`src/rtl/sb_i2c_bus_master_if.sv`:
```
// Command/response and system-bus signals for the I2C hard-block bus master.
// The master modport is the bus-master's own view; slave is the host/bus side.
interface sb_i2c_bus_master_if;
    logic       cmd_valid;
    logic       cmd_ready;
    logic       cmd_rw;
    logic [3:0] cmd_addr;
    logic [7:0] cmd_wdata;
    logic       rsp_valid;
    logic [7:0] rsp_rdata;
    logic       rsp_timeout;
    logic       sbrwi;
    logic       sbstbi;
    logic [7:0] sbadri;
    logic [7:0] sbdati;
    logic [7:0] sbdato;
    logic       sbacko;

    modport master (
        input  cmd_valid, cmd_rw, cmd_addr, cmd_wdata, sbdato, sbacko,
        output cmd_ready, rsp_valid, rsp_rdata, rsp_timeout,
               sbrwi, sbstbi, sbadri, sbdati
    );

    modport slave (
        output cmd_valid, cmd_rw, cmd_addr, cmd_wdata, sbdato, sbacko,
        input  cmd_ready, rsp_valid, rsp_rdata, rsp_timeout,
               sbrwi, sbstbi, sbadri, sbdati
    );
endinterface

```
`src/rtl/sb_i2c_bus_master.sv`:
```
// Single-transfer system-bus master for the hard I2C block (IDLE/STROBE/DONE).
// Define SB_BUS_MASTER_TIMEOUT_EN to bound the wait for sbacko to TIMEOUT_CYCLES strobe cycles.
module sb_i2c_bus_master #(
    parameter logic [3:0]  BUS_ADDR74     = 4'b0001,
    parameter int unsigned TIMEOUT_CYCLES = 255
) (
    input  logic                      sbclki,
    input  logic                      rst,
    sb_i2c_bus_master_if.master       bus,
    output logic [1:0]                o_state
);
    typedef enum logic [1:0] {
        IDLE   = 2'd0,
        STROBE = 2'd1,
        DONE   = 2'd2
    } state_t;

    // Handshake: a command transfers on an edge where cmd_valid && cmd_ready;
    // rsp_valid is a one-cycle pulse with rsp_rdata/rsp_timeout valid alongside.

    if (TIMEOUT_CYCLES < 1 || TIMEOUT_CYCLES > 65535) begin : g_bad_timeout
        $error("TIMEOUT_CYCLES out of range 1..65535");
    end

    state_t     r_state;
    logic       r_sbstbi;
    logic       r_sbrwi;
    logic [7:0] r_sbadri;
    logic [7:0] r_sbdati;
    logic       r_rsp_valid;
    logic [7:0] r_rsp_rdata;
`ifdef SB_BUS_MASTER_TIMEOUT_EN
    localparam logic [15:0] TMO_LAST = 16'(TIMEOUT_CYCLES - 1);
    logic        r_rsp_timeout;
    logic [15:0] r_tmo_cnt;
`endif

    always_ff @(posedge sbclki) begin
        if (rst) begin
            r_state       <= IDLE;
            r_sbstbi      <= 1'b0;
            r_sbrwi       <= 1'b0;
            r_sbadri      <= 8'h00;
            r_sbdati      <= 8'h00;
            r_rsp_valid   <= 1'b0;
            r_rsp_rdata   <= 8'h00;
`ifdef SB_BUS_MASTER_TIMEOUT_EN
            r_rsp_timeout <= 1'b0;
            r_tmo_cnt     <= 16'h0000;
`endif
        end else begin
            r_rsp_valid <= 1'b0;
            case (r_state)
                IDLE: begin
                    if (bus.cmd_valid) begin
                        r_sbrwi   <= bus.cmd_rw;
                        r_sbadri  <= {BUS_ADDR74, bus.cmd_addr};
                        r_sbdati  <= bus.cmd_rw ? bus.cmd_wdata : 8'h00;
                        r_sbstbi  <= 1'b1;
                        r_state   <= STROBE;
`ifdef SB_BUS_MASTER_TIMEOUT_EN
                        r_tmo_cnt <= 16'h0000;
`endif
                    end
                end
                STROBE: begin
                    // An ack on the expiry edge takes priority over the timeout.
                    if (bus.sbacko) begin
                        r_sbstbi      <= 1'b0;
                        r_rsp_rdata   <= r_sbrwi ? 8'h00 : bus.sbdato;
                        r_rsp_valid   <= 1'b1;
                        r_state       <= DONE;
`ifdef SB_BUS_MASTER_TIMEOUT_EN
                        r_rsp_timeout <= 1'b0;
                    end else if (r_tmo_cnt == TMO_LAST) begin
                        r_sbstbi      <= 1'b0;
                        r_rsp_rdata   <= 8'h00;
                        r_rsp_timeout <= 1'b1;
                        r_rsp_valid   <= 1'b1;
                        r_state       <= DONE;
                    end else begin
                        r_tmo_cnt     <= r_tmo_cnt + 16'd1;
`endif
                    end
                end
                DONE:    r_state <= IDLE;
                default: r_state <= IDLE;
            endcase
        end
    end

    assign bus.cmd_ready = (r_state == IDLE) && !rst;
    assign bus.rsp_valid = r_rsp_valid;
    assign bus.rsp_rdata = r_rsp_rdata;
`ifdef SB_BUS_MASTER_TIMEOUT_EN
    assign bus.rsp_timeout = r_rsp_timeout;
`else
    assign bus.rsp_timeout = 1'b0;
`endif
    assign bus.sbrwi     = r_sbrwi;
    assign bus.sbstbi    = r_sbstbi;
    assign bus.sbadri    = r_sbadri;
    assign bus.sbdati    = r_sbdati;
    assign o_state       = r_state;
endmodule

```
`src/flat_wrapper.sv`:
```
// flat-port wrapper written by rule: the top's interface ports become plain ports
module sb_i2c_bus_master_flat 
#(
    parameter logic [3:0]  BUS_ADDR74     = 4'b0001,
    parameter int unsigned TIMEOUT_CYCLES = 255
)
  (sbclki, rst, o_state, bus_cmd_valid, bus_cmd_rw, bus_cmd_addr, bus_cmd_wdata, bus_sbdato, bus_sbacko, bus_cmd_ready, bus_rsp_valid, bus_rsp_rdata, bus_rsp_timeout, bus_sbrwi, bus_sbstbi, bus_sbadri, bus_sbdati);
  sb_i2c_bus_master_if bus_i ();
  input  logic sbclki;
  input  logic rst;
  output logic [1:0] o_state;
  input wire logic [$bits(bus_i.cmd_valid)-1:0] bus_cmd_valid;
  input wire logic [$bits(bus_i.cmd_rw)-1:0] bus_cmd_rw;
  input wire logic [$bits(bus_i.cmd_addr)-1:0] bus_cmd_addr;
  input wire logic [$bits(bus_i.cmd_wdata)-1:0] bus_cmd_wdata;
  input wire logic [$bits(bus_i.sbdato)-1:0] bus_sbdato;
  input wire logic [$bits(bus_i.sbacko)-1:0] bus_sbacko;
  output wire logic [$bits(bus_i.cmd_ready)-1:0] bus_cmd_ready;
  output wire logic [$bits(bus_i.rsp_valid)-1:0] bus_rsp_valid;
  output wire logic [$bits(bus_i.rsp_rdata)-1:0] bus_rsp_rdata;
  output wire logic [$bits(bus_i.rsp_timeout)-1:0] bus_rsp_timeout;
  output wire logic [$bits(bus_i.sbrwi)-1:0] bus_sbrwi;
  output wire logic [$bits(bus_i.sbstbi)-1:0] bus_sbstbi;
  output wire logic [$bits(bus_i.sbadri)-1:0] bus_sbadri;
  output wire logic [$bits(bus_i.sbdati)-1:0] bus_sbdati;
  assign bus_i.cmd_valid = bus_cmd_valid;
  assign bus_i.cmd_rw = bus_cmd_rw;
  assign bus_i.cmd_addr = bus_cmd_addr;
  assign bus_i.cmd_wdata = bus_cmd_wdata;
  assign bus_i.sbdato = bus_sbdato;
  assign bus_i.sbacko = bus_sbacko;
  assign bus_cmd_ready = bus_i.cmd_ready;
  assign bus_rsp_valid = bus_i.rsp_valid;
  assign bus_rsp_rdata = bus_i.rsp_rdata;
  assign bus_rsp_timeout = bus_i.rsp_timeout;
  assign bus_sbrwi = bus_i.sbrwi;
  assign bus_sbstbi = bus_i.sbstbi;
  assign bus_sbadri = bus_i.sbadri;
  assign bus_sbdati = bus_i.sbdati;
  sb_i2c_bus_master #(.BUS_ADDR74(BUS_ADDR74), .TIMEOUT_CYCLES(TIMEOUT_CYCLES)) u_core (.sbclki(sbclki), .rst(rst), .bus(bus_i), .o_state(o_state));
endmodule
```
`config.mk`:
```
export PLATFORM = sky130hd
export DESIGN_NAME = sb_i2c_bus_master_flat
export DESIGN_NICKNAME = d
export VERILOG_FILES = /design/src/rtl/sb_i2c_bus_master_if.sv /design/src/rtl/sb_i2c_bus_master.sv /design/src/flat_wrapper.sv
export SDC_FILE = /design/constraint.sdc
export NUM_CORES = 1
export LEC_CHECK = 0
export ABC_AREA = 1
export CAP_MARGIN = 20
export CORE_MARGIN = 2
export CORE_UTILIZATION = 54
export CTS_BUF_LIST = sky130_fd_sc_hd__clkbuf_8 sky130_fd_sc_hd__clkbuf_16
export DETAILED_ROUTE_END_ITERATION = 7
export DONT_BUFFER_PORTS = 1
export PLACE_DENSITY = 0.69
export SKIP_LAST_GASP = 1
export SYNTH_ARGS = -nofsm -noshare
export SYNTH_HDL_FRONTEND = slang
export SYNTH_SLANG_ARGS = --single-unit
export TNS_END_PERCENT = 5
```
`constraint.sdc`:
```
create_clock -name sbclki -period 1.2 [get_ports sbclki]
set_clock_uncertainty 0.2 [all_clocks]
set_input_delay 0.12 -clock sbclki [delete_from_list [all_inputs] [get_ports sbclki]]
set_output_delay 0.12 -clock sbclki [all_outputs]
set_load 0.005 [all_outputs]
```
**Word-level counts from Yosys, hierarchy flattened**

Cells that the tools add are included.

- Register bits after elaboration: 26
- Bits of input ports: 25
- Output and inout port bits: 31
- Logic and storage cells: 29

- Eq/ne operators: 3
- Multiplexer cells: 9
- Bitwise logic cells: 1
- Reduce and logical (&&, ||, !) cells: 9

Operators with widths:

| cell | number |
|---|---|
| 8-bit 2-to-1 mux | 2 |
| 2-bit AND reduction | 3 |
| 2-bit 2-to-1 mux | 2 |
| 2-bit != test (second input constant) | 2 |
| 2-bit case mux with 2 select lines | 1 |
| 1-bit 2-to-1 mux | 3 |
| 3-bit AND reduction | 1 |
| 2-bit by 1-bit equality test with 1-bit output (second input constant) | 1 |
| 2-bit zero test | 1 |
| 1-bit case mux with 2 select lines | 1 |
| 2-bit nonzero test | 1 |
| 2-bit OR reduction | 1 |
| 1-bit logical AND | 1 |
| 1-bit zero test | 1 |
| 1-bit inverter | 1 |

**Logic depth before layout (Yosys ltp)**

- Word-level depth: 3
- Mapped depth: 5
- Gate-level depth less buffers: 5

**Worst setup path before layout**

No wires, ideal clock.

- Path type: reg-to-reg
- From: reg u_core.r_state[0], in the netlist u_core.o_state[0]
- To: reg u_core.r_rsp_rdata[1], in the netlist u_core.bus.rsp_rdata[1]
- Setup time: 0.112 ns
- Arrival time: 0.843 ns
- Required time: 0.888 ns
- Path slack: 0.045 ns
- Stages on the path, launching flop included: 5
- Clock period less this slack: 1.155 ns
- Cell sequence: dfxtp_1 nand3_2 buf_4 nand3_1 nand2_1

- Cells in the longest elaborated chain, start to end: 2

Ends and longest elaborated chain:

| element | RTL line | text |
|---|---|---|
| from (decl) | sb_i2c_bus_master.sv:25 | `state_t r_state;` |
| from (signal assigned) | sb_i2c_bus_master.sv:40 | `r_state <= IDLE;` |
| from (signal assigned) | sb_i2c_bus_master.sv:60 | `r_state <= STROBE;` |
| from (signal assigned) | sb_i2c_bus_master.sv:72 | `r_state <= DONE;` |
| 2-bit by 1-bit equality test with 1-bit output | sb_i2c_bus_master.sv:53 | `case (r_state)` |
| 2-bit AND reduction (no source line) | - |  |
| to (signal assigned) | sb_i2c_bus_master.sv:70 | `r_rsp_rdata <= r_sbrwi ? 8'h00 : bus.sbdato;` |
| to (decl) | sb_i2c_bus_master.sv:31 | `logic [7:0] r_rsp_rdata;` |

No other way between the ends.
A chain may end at the register's enable or synchronous reset.

**Final worst setup path**

- From: reg u_core.r_state[0], in the netlist u_core.o_state[0]
- To: reg u_core.r_sbdati[7], in the netlist u_core.bus.sbdati[7]

- Cells in the longest elaborated chain, start to end: 2

Ends and longest elaborated chain:

| element | RTL line | text |
|---|---|---|
| 2-bit zero test | sb_i2c_bus_master.sv:53 |  |
| 2-bit AND reduction (no source line) | - |  |
| to (signal assigned) | sb_i2c_bus_master.sv:58 | `r_sbdati <= bus.cmd_rw ? bus.cmd_wdata : 8'h00;` |
| to (decl) | sb_i2c_bus_master.sv:29 | `logic [7:0] r_sbdati;` |

No other way between the ends.

==> PnR_summary.wiki <==
{| class="wikitable"
! Metric !! Value
|-
| Overall track demand over capacity in global routing || 0.2041
|-
| Minimum clock period after layout || 1.266 ns
|-
| Iteration-0 DRC count of the detailed router || 18
|-
| Startpoint type of the worst setup path || register
|-
| HPWL after DPL || 1680 microns
|-
| FF-to-FF Start || u_core.o_state[0]$_SDFFE_PP0P_
|-
| Sink count of the clock tree || 26
|-
| Violations in the final reports || hold timing, setup timing
|-
| Area overhead of the layout relative to synthesis || 11.19%
|-
| RSZ-0062 raised after global routing || yes
|-
| Library cell with the highest instance count after synthesis || sky130_fd_sc_hd__nand2_1
|-
| Switching Share || 0.2414
|-
| Fin Setup TNS || -0.6755 ns
|-
| IO Port Bufs || 0
|-
| Global-route congestion overflow total || 0
|-
| CTS buffer count || 3
|-
| Global-route wire length before repair || between 3000 and 4000 microns
|-
| Largest area contributor in the synthesized netlist || sky130_fd_sc_hd__dfxtp_1
|-
| EDFF count, synth || 0
|-
| Portion of the clock cycle consumed by the worst path in the final layout || 1.055
|-
| Path type of the worst min-delay path || primary input to register
|-
| Power Density || 1372 mW/mm^2
|-
| Final net count || 186
|-
| Total chip power || 0.001706 W
|-
| Final hold slack || -0.2981 ns
|-
| Portion of total power attributed to the clock network || 0.330
|-
| Largest net degree at the start of global routing || 17
|-
| Critical R2R Capture || u_core.bus.sbdati[7]$_SDFFE_PP0P_
|-
| Proportion of layout cells with a drive suffix above 1 || 0.1563
|-
| Type of element capturing the critical path || register
|-
| Number of instances in the synthesized netlist || ~160
|-
| GP Congestion || 0.7196
|-
| Total setup violations reported at the end of the flow || 17
|-
| Die area || around 0.0025 sq mm
|-
| Buffers plus inverters on the worst setup path || 2
|-
| Static Leakage || 0.6251 nW
|-
| Source-to-sink clock delay at the later pin of the worst-skew pair || 0.27 ns
|-
| Clock Path Buffers || 2
|-
| TritonCTS clock tree || built
|-
| Post-synthesis sequential area ratio || 0.4653
|-
| Power share of the sequential group || 0.555
|-
| Antenna diode instance count || 0
|-
| Internal power summed over all cells || between 0.001 and 0.0015 W
|-
| Worst hold path cell count || 1
|-
| Die Ht || 49.51 microns
|-
| Number of failing hold endpoints at the final stage || 26
|-
| Worst IR drop on VDD || 0.8182 mV
|-
| Reg-to-reg setup timing slack || -0.07 ns
|-
| Worst Setup Slack, final || -0.06565 ns
|-
| Core ar. || 0.001962 sq mm
|-
| Warning count from the yosys run || 0
|-
| Critical path's most frequent cell || sky130_fd_sc_hd__buf_4
|-
| Fraction of post-synthesis cell area in the top cell type by area || 0.4653
|-
| Antenna violations before repair || 0
|-
| Origin of the worst min-delay path || rst
|-
| Net switching power || 0.0004118 W
|-
| Final-report max-slew violation count || 0
|-
| Most instantiated flip-flop cell in the synthesis netlist || sky130_fd_sc_hd__dfxtp_1
|-
| Number of routed nets with antenna violations || 0
|-
| Mean instance size in the synthesized netlist || 7.170 sq um
|-
| Cell row count || 16
|-
| DRC viols || 0
|-
| Number of iterations in the first detailed-routing pass || 4
|-
| Vias per Instance || 4.909
|-
| Total I/O pin count || 56
|-
| Via count of the routed design || between 900 and 1000
|-
| Status || finished, violations left
|-
| Worst-path clk slew || 0.08 ns
|-
| Horizontal die dimension || slightly below 50 microns
|-
| Post-synth top cells || sky130_fd_sc_hd__nand2_1, sky130_fd_sc_hd__dfxtp_1, sky130_fd_sc_hd__inv_1, sky130_fd_sc_hd__nor2_1, sky130_fd_sc_hd__nand3_1
|-
| Reported max-cap violation count || 0
|-
| Slowest library cell on the worst path || sky130_fd_sc_hd__dfxtp_4
|-
| Highest Clock Rate || between 0.7 and 0.8 GHz
|-
| Leading post-synthesis cells by cell area || sky130_fd_sc_hd__dfxtp_1, sky130_fd_sc_hd__nand2_1, sky130_fd_sc_hd__nand3_1, sky130_fd_sc_hd__inv_1, sky130_fd_sc_hd__nor2_1
|-
| Kind of cell adding the most delay to the critical path || flip-flops
|-
| Total Routed Length || between 2000 and 2500 microns
|-
| Combinational share of power || 0.115
|-
| Largest fanout on the critical path || 4
|-
| Share of synthesized registers carrying an async set or reset || 0
|-
| # H-tree levels || 1
|-
| Worst Hold Endpoint || u_core.o_state[0]$_SDFFE_PP0P_
|-
| Master cell of the clock root buffer || sky130_fd_sc_hd__clkbuf_8
|-
| Number of distinct library cells after synthesis || 14
|-
| Register-to-Register Path Depth || 6
|-
| Classification of the worst setup path || register to register
|-
| Mapped cell area || around 0.0011 sq mm
|-
| Setup slack after placement || -0.007397 ns
|-
| Required time at the worst-slack endpoint || 1.17 ns
|-
| Post-detailed-route wirelength per cell || around 12 microns
|-
| Flops & latches, synth || 26
|-
| Starting density of the core || 0.5702
|-
| Core Util, Final || 0.6339
|-
| Via count of the first global-routing pass || 853
|-
| Delay contributed by the slowest stage of the critical path || 0.35 ns
|-
| Data arrival time at the worst-slack endpoint || 1.23 ns
|-
| Cells traversed along the worst timing path || buf_4, nor2_4, nand2_2, buf_4, nand2_1, a21oi_1
|}
==> cell families (layout without fill, tap and decap cells) <==
kind of cell,count (synthesis),after routing,synth area share
AO/OA/AOI/OAI,11,11,0.04921
buffers and inverters,33,34,0.1398
flip-flops,26,26,0.4653
other,1,4,0.003352
AND/OR/NAND/NOR,85,85,0.3423
==> per-layer routing <==
metal	vias to the layer above	wire, microns	share of wire	track usage
li1	476	-	-	-
met1	401	939	0.40	0.2169
met2	38	1158	0.50	0.3671
met3	3	192	0.082	0.06061
met4	0	38	0.016	0.09722
met5	-	0	0	0
==> cell type report <==
cell class / instances / area [sq um]
repair buffers: 10 / 91.34
well taps: 27 / 33.78
inverters: 20 / 75.07
flip-flops and latches: 26 / 525.5
fillers: 195 / 718.2
clock buffers: 4 / 55.05
multi-input cells: 100 / 462.9
==> stage by stage <==
step           cell area (sq um)  cells
2_1_floorplan               1130    159
3_3_place_gp                1155    181
3_5_place_dp                1155    181
4_1_cts                     1239    187
5_1_grt                     1244    187
6_report                    1244    187
==> worst max path at each step <==
stage / start / end / slack (ns) / cells after the start
floorplan: u_core.o_state[0]$_SDFFE_PP0P_ / u_core.bus.rsp_rdata[1]$_SDFFE_PP0P_ / 0.04 / 4
global placement: u_core.o_state[1]$_SDFFE_PP0P_ / u_core.bus.sbstbi$_SDFFE_PP0P_ / 0.02 / 5
detailed placement: u_core.o_state[1]$_SDFFE_PP0P_ / u_core.bus.rsp_rdata[3]$_SDFFE_PP0P_ / -0.007 / 5
CTS: u_core.o_state[0]$_SDFFE_PP0P_ / bus_cmd_ready / -0.07 / 4
global route: u_core.o_state[0]$_SDFFE_PP0P_ / u_core.bus.sbrwi$_SDFFE_PP0P_ / -0.12 / 6
finish: u_core.o_state[0]$_SDFFE_PP0P_ / u_core.bus.sbdati[7]$_SDFFE_PP0P_ / -0.07 / 6
==> layout by cell type (no fill, tap or decap) <==
cell,count
sky130_fd_sc_hd__buf_6,1
sky130_fd_sc_hd__nor2_1,19
sky130_fd_sc_hd__conb_1,4
sky130_fd_sc_hd__clkbuf_8,4
sky130_fd_sc_hd__buf_4,8
sky130_fd_sc_hd__a21oi_1,11
sky130_fd_sc_hd__dfxtp_2,1
sky130_fd_sc_hd__dfxtp_4,1
sky130_fd_sc_hd__inv_2,3
sky130_fd_sc_hd__nand3_1,17
sky130_fd_sc_hd__inv_1,17
sky130_fd_sc_hd__nand3b_1,5
sky130_fd_sc_hd__nor2_4,3
sky130_fd_sc_hd__dfxtp_1,24
sky130_fd_sc_hd__nand2_1,38
sky130_fd_sc_hd__nand3_2,1
sky130_fd_sc_hd__nand2_2,2
sky130_fd_sc_hd__buf_12,1
==> power groups by stage <==
stage	logic (W)	registers (W)	clock network (W)
3_3_place_gp	0.000173	0.000968	0
3_5_place_dp	0.000180	0.000970	0
6_report	0.000197	0.000947	0.000562
5_1_grt	0.000225	0.000954	0.000610
2_1_floorplan	0.000160	0.000958	0
4_1_cts	0.000195	0.000948	0.000579
==> registers in the layout (all words and copies together) (netlist names) <==
| signal | cells |
|---|---|
| u_core.bus.rsp_rdata | 8 |
| u_core.bus.sbdati | 8 |
| u_core.bus.sbadri | 5 |
| u_core.o_state | 2 |
| u_core.bus.rsp_valid | 1 |
| u_core.bus.sbrwi | 1 |
| u_core.bus.sbstbi | 1 |
==> timing repair <==
| action | CTS | global route |
|---|---|---|
| hold endpoints to repair | 26 | 26 |
| setup endpoints to repair | 7 | 27 |
| pin swaps | 3 | 2 |
| buffers inserted | 2 | 0 |
| resized for setup | 8 | 2 |
| cloned | 0 | 0 |
No activity file was read; power rests on OpenSTA's default activity.
